<file path="config.mk">
export PLATFORM = sky130hd
export DESIGN_NAME = alu_arbiter
export DESIGN_NICKNAME = d
export VERILOG_FILES = /design/src/rtl/alu_arbiter.sv
export SDC_FILE = /design/constraint.sdc
export NUM_CORES = 1
export LEC_CHECK = 0
export CAP_MARGIN = 20
export CORE_UTILIZATION = 39
export DETAILED_ROUTE_END_ITERATION = 8
export PLACE_DENSITY = 0.81
export SETUP_SLACK_MARGIN = 0.5
export SLEW_MARGIN = 20
export SYNTH_ARGS = -nofsm -noshare
export SYNTH_HDL_FRONTEND = slang
export SYNTH_SLANG_ARGS = --single-unit
export TNS_END_PERCENT = 30
</file>
<file path="constraint.sdc">
create_clock -name clk -period 1.7 [get_ports clk]
set_clock_uncertainty 0.15 [all_clocks]
set_input_delay 0.34 -clock clk [delete_from_list [all_inputs] [get_ports clk]]
set_output_delay 0.34 -clock clk [all_outputs]
set_load 0.02 [all_outputs]
</file>
<file path="src/rtl/alu_arbiter.sv">
// alu_arbiter: shares one external ALU between two requesters.
// Each operation goes through IDLE -> EXEC -> RESP. Operands are registered
// at acceptance so the ALU sees stable inputs for the whole EXEC cycle, and
// the ALU result and flags are captured at the end of EXEC.
// Optional feature macro: ALU_ARB_FIXED_PRIO_EN (requester 0 always wins
// contention). When it is undefined, contention is resolved round-robin.
//
// Handshake semantics (request and response sides alike): a transfer happens
// on a rising clk edge where valid and ready are both 1. reqN_ready is only
// ever asserted in IDLE, for the granted requester. rspN_valid stays high
// with stable data until rspN_ready is seen. Ready may be high before valid.
module alu_arbiter #(
  parameter int WIDTH = 32,
  parameter int OPW   = 4
) (
  input  logic             clk,
  input  logic             rst_n,
  input  logic             req0_valid,
  output logic             req0_ready,
  input  logic [OPW-1:0]   req0_op,
  input  logic [WIDTH-1:0] req0_a,
  input  logic [WIDTH-1:0] req0_b,
  input  logic             req1_valid,
  output logic             req1_ready,
  input  logic [OPW-1:0]   req1_op,
  input  logic [WIDTH-1:0] req1_a,
  input  logic [WIDTH-1:0] req1_b,
  output logic             rsp0_valid,
  input  logic             rsp0_ready,
  output logic             rsp1_valid,
  input  logic             rsp1_ready,
  output logic [WIDTH-1:0] rsp_result,
  output logic             rsp_zero,
  output logic             rsp_lt,
  output logic             rsp_gt,
  output logic [OPW-1:0]   alu_op,
  output logic [WIDTH-1:0] alu_data1,
  output logic [WIDTH-1:0] alu_data2,
  input  logic [WIDTH-1:0] alu_result,
  input  logic             alu_zero,
  input  logic             alu_lt,
  input  logic             alu_gt
);

  typedef enum logic [1:0] {
    IDLE = 2'd0,
    EXEC = 2'd1,
    RESP = 2'd2
  } state_t;

  // Current FSM state; kept as a named signal so checkers can bind to it.
  state_t state;
  state_t state_next;

  logic             last_grant;  // requester served most recently
  logic             owner;       // requester of the operation in flight
  logic             grant_vld;
  logic             grant_sel;
  logic             accept;
  logic             rsp_take;
  logic [OPW-1:0]   op_q;
  logic [WIDTH-1:0] a_q;
  logic [WIDTH-1:0] b_q;
  logic [WIDTH-1:0] result_q;
  logic             zero_q;
  logic             lt_q;
  logic             gt_q;

  // Grant selection: one valid wins outright; contention goes to the
  // requester that was not served last (or always to requester 0).
  always_comb begin
    grant_vld = 1'b0;
    grant_sel = 1'b0;
    if (req0_valid && req1_valid) begin
      grant_vld = 1'b1;
`ifdef ALU_ARB_FIXED_PRIO_EN
      grant_sel = 1'b0;
`else
      grant_sel = ~last_grant;
`endif
    end else if (req0_valid) begin
      grant_vld = 1'b1;
      grant_sel = 1'b0;
    end else if (req1_valid) begin
      grant_vld = 1'b1;
      grant_sel = 1'b1;
    end
  end

  // Ready is suppressed while reset is asserted so no request is acknowledged.
  assign accept     = rst_n && (state == IDLE) && grant_vld;
  assign req0_ready = accept && !grant_sel;
  assign req1_ready = accept && grant_sel;

  assign rsp0_valid = (state == RESP) && !owner;
  assign rsp1_valid = (state == RESP) && owner;
  assign rsp_take   = owner ? rsp1_ready : rsp0_ready;

  assign rsp_result = result_q;
  assign rsp_zero   = zero_q;
  assign rsp_lt     = lt_q;
  assign rsp_gt     = gt_q;

  // Operand registers drive the ALU directly and hold between operations.
  assign alu_op    = op_q;
  assign alu_data1 = a_q;
  assign alu_data2 = b_q;

  // Next-state logic for the single-operation-in-flight sequence.
  always_comb begin
    state_next = state;
    case (state)
      IDLE:    if (accept)   state_next = EXEC;
      EXEC:                  state_next = RESP;
      RESP:    if (rsp_take) state_next = IDLE;
      default:               state_next = IDLE;
    endcase
  end

  // State register; reset abandons any operation in flight.
  always_ff @(posedge clk) begin
    if (!rst_n) state <= IDLE;
    else        state <= state_next;
  end

  // Operand capture, result capture and arbitration history.
  always_ff @(posedge clk) begin
    if (!rst_n) begin
      op_q       <= '0;
      a_q        <= '0;
      b_q        <= '0;
      owner      <= 1'b0;
      last_grant <= 1'b1;  // requester 0 wins the first contention
      result_q   <= '0;
      zero_q     <= 1'b0;
      lt_q       <= 1'b0;
      gt_q       <= 1'b0;
    end else begin
      if (accept) begin
        owner <= grant_sel;
        op_q  <= grant_sel ? req1_op : req0_op;
        a_q   <= grant_sel ? req1_a  : req0_a;
        b_q   <= grant_sel ? req1_b  : req0_b;
      end
      if (state == EXEC) begin
        result_q <= alu_result;
        zero_q   <= alu_zero;
        // The ALU leaves lt/gt stale on equal operands, so mask them here.
        if (a_q == b_q) begin
          lt_q <= 1'b0;
          gt_q <= 1'b0;
        end else begin
          lt_q <= alu_lt;
          gt_q <= alu_gt;
        end
      end
      if ((state == RESP) && rsp_take) begin
        last_grant <= owner;
      end
    end
  end

endmodule
</file>
==> results.md <==
* PwrDens at 799 nW/um^2
* Clk root buf: clkbuf_16
* Critical R2R Launch: last_grant
* Max Freq at 0.563 GHz
* Worst Path Max Fanout at 2
* Gr usage total at 0.271
* Placed Area at 8030 um^2
* Initial Util at 0.401
* Number of I/O port buffers at 283
* CTS Buffer Depth at 2
* R2R Setup Slk at 0.01 ns
* Synth async-reset ratio at 0
* H-tree Lvls at 3
* Post-synth net total at 699
* Crit-path cells: dlygate4sd2_1 -> o211ai_2 -> clkinv_2 -> and2_4 -> buf_6
* RSZ-0062 raised after global routing: yes
* Die area at 13,500 um^2
* Final Cell Area at 9400 um^2
* Drt wl/cell at 20.3 um
* Kind of critical path: in -> out
* Hold_sp: rsp_result[19]
* DRT Wirelength at 20.1 mm
* Die height at 116 um
* WHS Path Cells at 2
* Nets at 996
* Initial DRC count at 220
* DR vias at 5,166
* Synth cell types at 25
* Synth top area cells: dfxtp_1 42%, mux2i_1 14%, o211a_1 13%
* Worst-path clk slew at 0.06 ns
* Ys flop type: dfxtp_1
* Post-synth top cells: 135 x nand2_1, 107 x dfxtp_1, 69 x mux2i_1
* Clk sink count at 107
* Min Clock Period, post-route at 1.78 ns
* Worst EP arrival at 1.29 ns
* Dpl ws at -0.662 ns
* Via-to-Cell Ratio at 5.20
* Top cell type's share of synthesized area at 0.422
* Critical path's slowest cell: dlygate4sd2_1
* CTS tree: built
* Setup crit end kind: output port
* Seq/Total Area, Yosys at 0.422
* Max Cap Viol at 0
* Die Width at 116 um
* Initial antenna violation count at 1
* Largest area contributor in the netlist: dfxtp_1
* Req. time, crit path at 1.21 ns
* Post-CTS Hold Fix Bufs at 0
* Synth Register Bits at 107
* FF-to-FF path depth at 7
* Post-synth EDFFs at 0
* Std cell rows at 41
* Util after Layout at 0.742
* Largest net degree at the start of global routing at 64
* Static Leak at 4.52 nW
* Critical path launch point type: input pin
* Gate Count Post-Synth at 522
* RR Endpoint: alu_data2[26]
* Fraction of layout cells with a size suffix above 1 at 0.398
* Syn Area/Cell at 9.72 um^2
* Layout area overhead at 85.2%
* Worst Hold Path EP: rsp_result[19]
* Fin crit share at 1.04
* Hold crit path type: reg -> reg
* First drt pass iteration count at 4
* Failing checks: setup timing
* Hold Violations, Final at 0
* Worst setup path start: req0_valid
* Count leader, synth: nand2_1
* Worst Max-Slew Pin Slew at 0.592 ns
* Peak VDD IR at 0.000428 V
* Status: finished, violations left
* Post-Syn Area at 5080 um^2
* Ys Warns at 0
* Number of CTS-inserted buffers at 9
* Gpl congestion at 0.819
* Area of the core at 12,700 um^2
* Max Slew Vio Count at 0
* Drt drc at 0
* Hold_ws at 0.309 ns
* Post-DRT Antenna Nets at 0
* Boundary Pins at 284
* Crit-path max cell delay at 0.28 ns
* # setup viols final at 2
* Vias in the first global route at 5,191
* Overall power at 7.51 mW
* Congestion Overflow GR at 0
* DPL Wire Length at 12.2 mm
* Clock latency on the worst-skew pair at 0.35 ns
* Setup ws final at -0.0753 ns
* First-pass GRT wire length at 27.1 mm
* Slew headroom at 0.605
[cell families after synthesis]
logic type | synth area share
compound gates | 0.194
xor+xnor | 0.0552
buf+inv | 0.0636
flops | 0.422
mux | 0.136
simple gates | 0.129
[where the power goes]
group          internal [mW]  switching [mW]
Sequential              2.78           0.244
Clock                  0.960           0.862
Combinational           1.49            1.17
[through the flow]
step           TNS, ns  instances
3_3_place_gp    -31.92        954
3_5_place_dp    -34.29        954
6_report        -0.138        993
2_1_floorplan        0        522
5_1_grt         -0.448        993
4_1_cts         -0.157        979
[state kept, by name, summed over array words and instances, names as in the netlist]
signal      cells
state           2
rsp_lt          1
alu_data2      32
alu_data1      32
rsp_gt          1
alu_op          4
owner           1
rsp_zero        1
last_grant      1
rsp_result     32
[worst max-delay path: cells and delay by family]
family / cells / cell delay [ns]
buf+inv: 3 / 0.51
compound gates: 1 / 0.25
simple gates: 1 / 0.18
[timing repair]
action | 4_1_cts | 5_1_grt
gates resized for setup | 792 | 82
cloned | 8 | 8
buffers inserted | 5 | 5
endpoints found under the setup margin | 214 | 214
pin swaps | 61 | 51
hold endpoints to repair | 0 | 0
[layer usage]
metal / track usage / vias to the layer above / wire length (um)
met1: 0.273 / 2466 / 7310
met4: 0.152 / 0 / 913
met5: 0 / - / 0
met3: 0.0732 / 49 / 1540
li1: - / 2416 / -
met2: 0.504 / 235 / 10300
[final cells by class]
type                            instances  area [um^2]
Antenna cell                            1         2.50
Clock buffer                           11          233
Clock inverter                          1         5.00
Fill cell                             849         3270
Inverter                                1         5.00
Multi-Input combinational cell        371         2870
Sequential cell                       107         2300
Tap cell                              172          215
Timing Repair Buffer                  329         3770
[worst max path at each step]
stage	cells after the start	slack, ns	endpoint
after floorplan	4	0.22	req1_ready
after global placement	5	-0.62	req1_ready
after detailed placement	5	-0.66	req1_ready
after CTS	5	-0.09	req0_ready
after global routing	5	-0.10	req0_ready
final	5	-0.08	req1_ready
[layout by cell type, fill, tap and decap left out, types with 3 or more instances in the layout]
cell type and count:
dfxtp_2 96, mux2i_1 56, nand2_1 116, buf_16 11
mux2i_4 4, buf_4 14, nand2_4 4, a21oi_1 3
nand3_1 4, xor2_1 32, buf_12 7, buf_6 111
nor4_2 3, a21boi_0 8, clkbuf_16 16, nor4_1 5
nand2_2 15, o211a_1 68, nor2b_1 3, a21boi_2 9
dfxtp_4 10, buf_8 3, clkdlybuf4s50_1 173, mux2i_2 9
a21boi_1 16
Note: power is estimated with default switching activity, not from simulation.
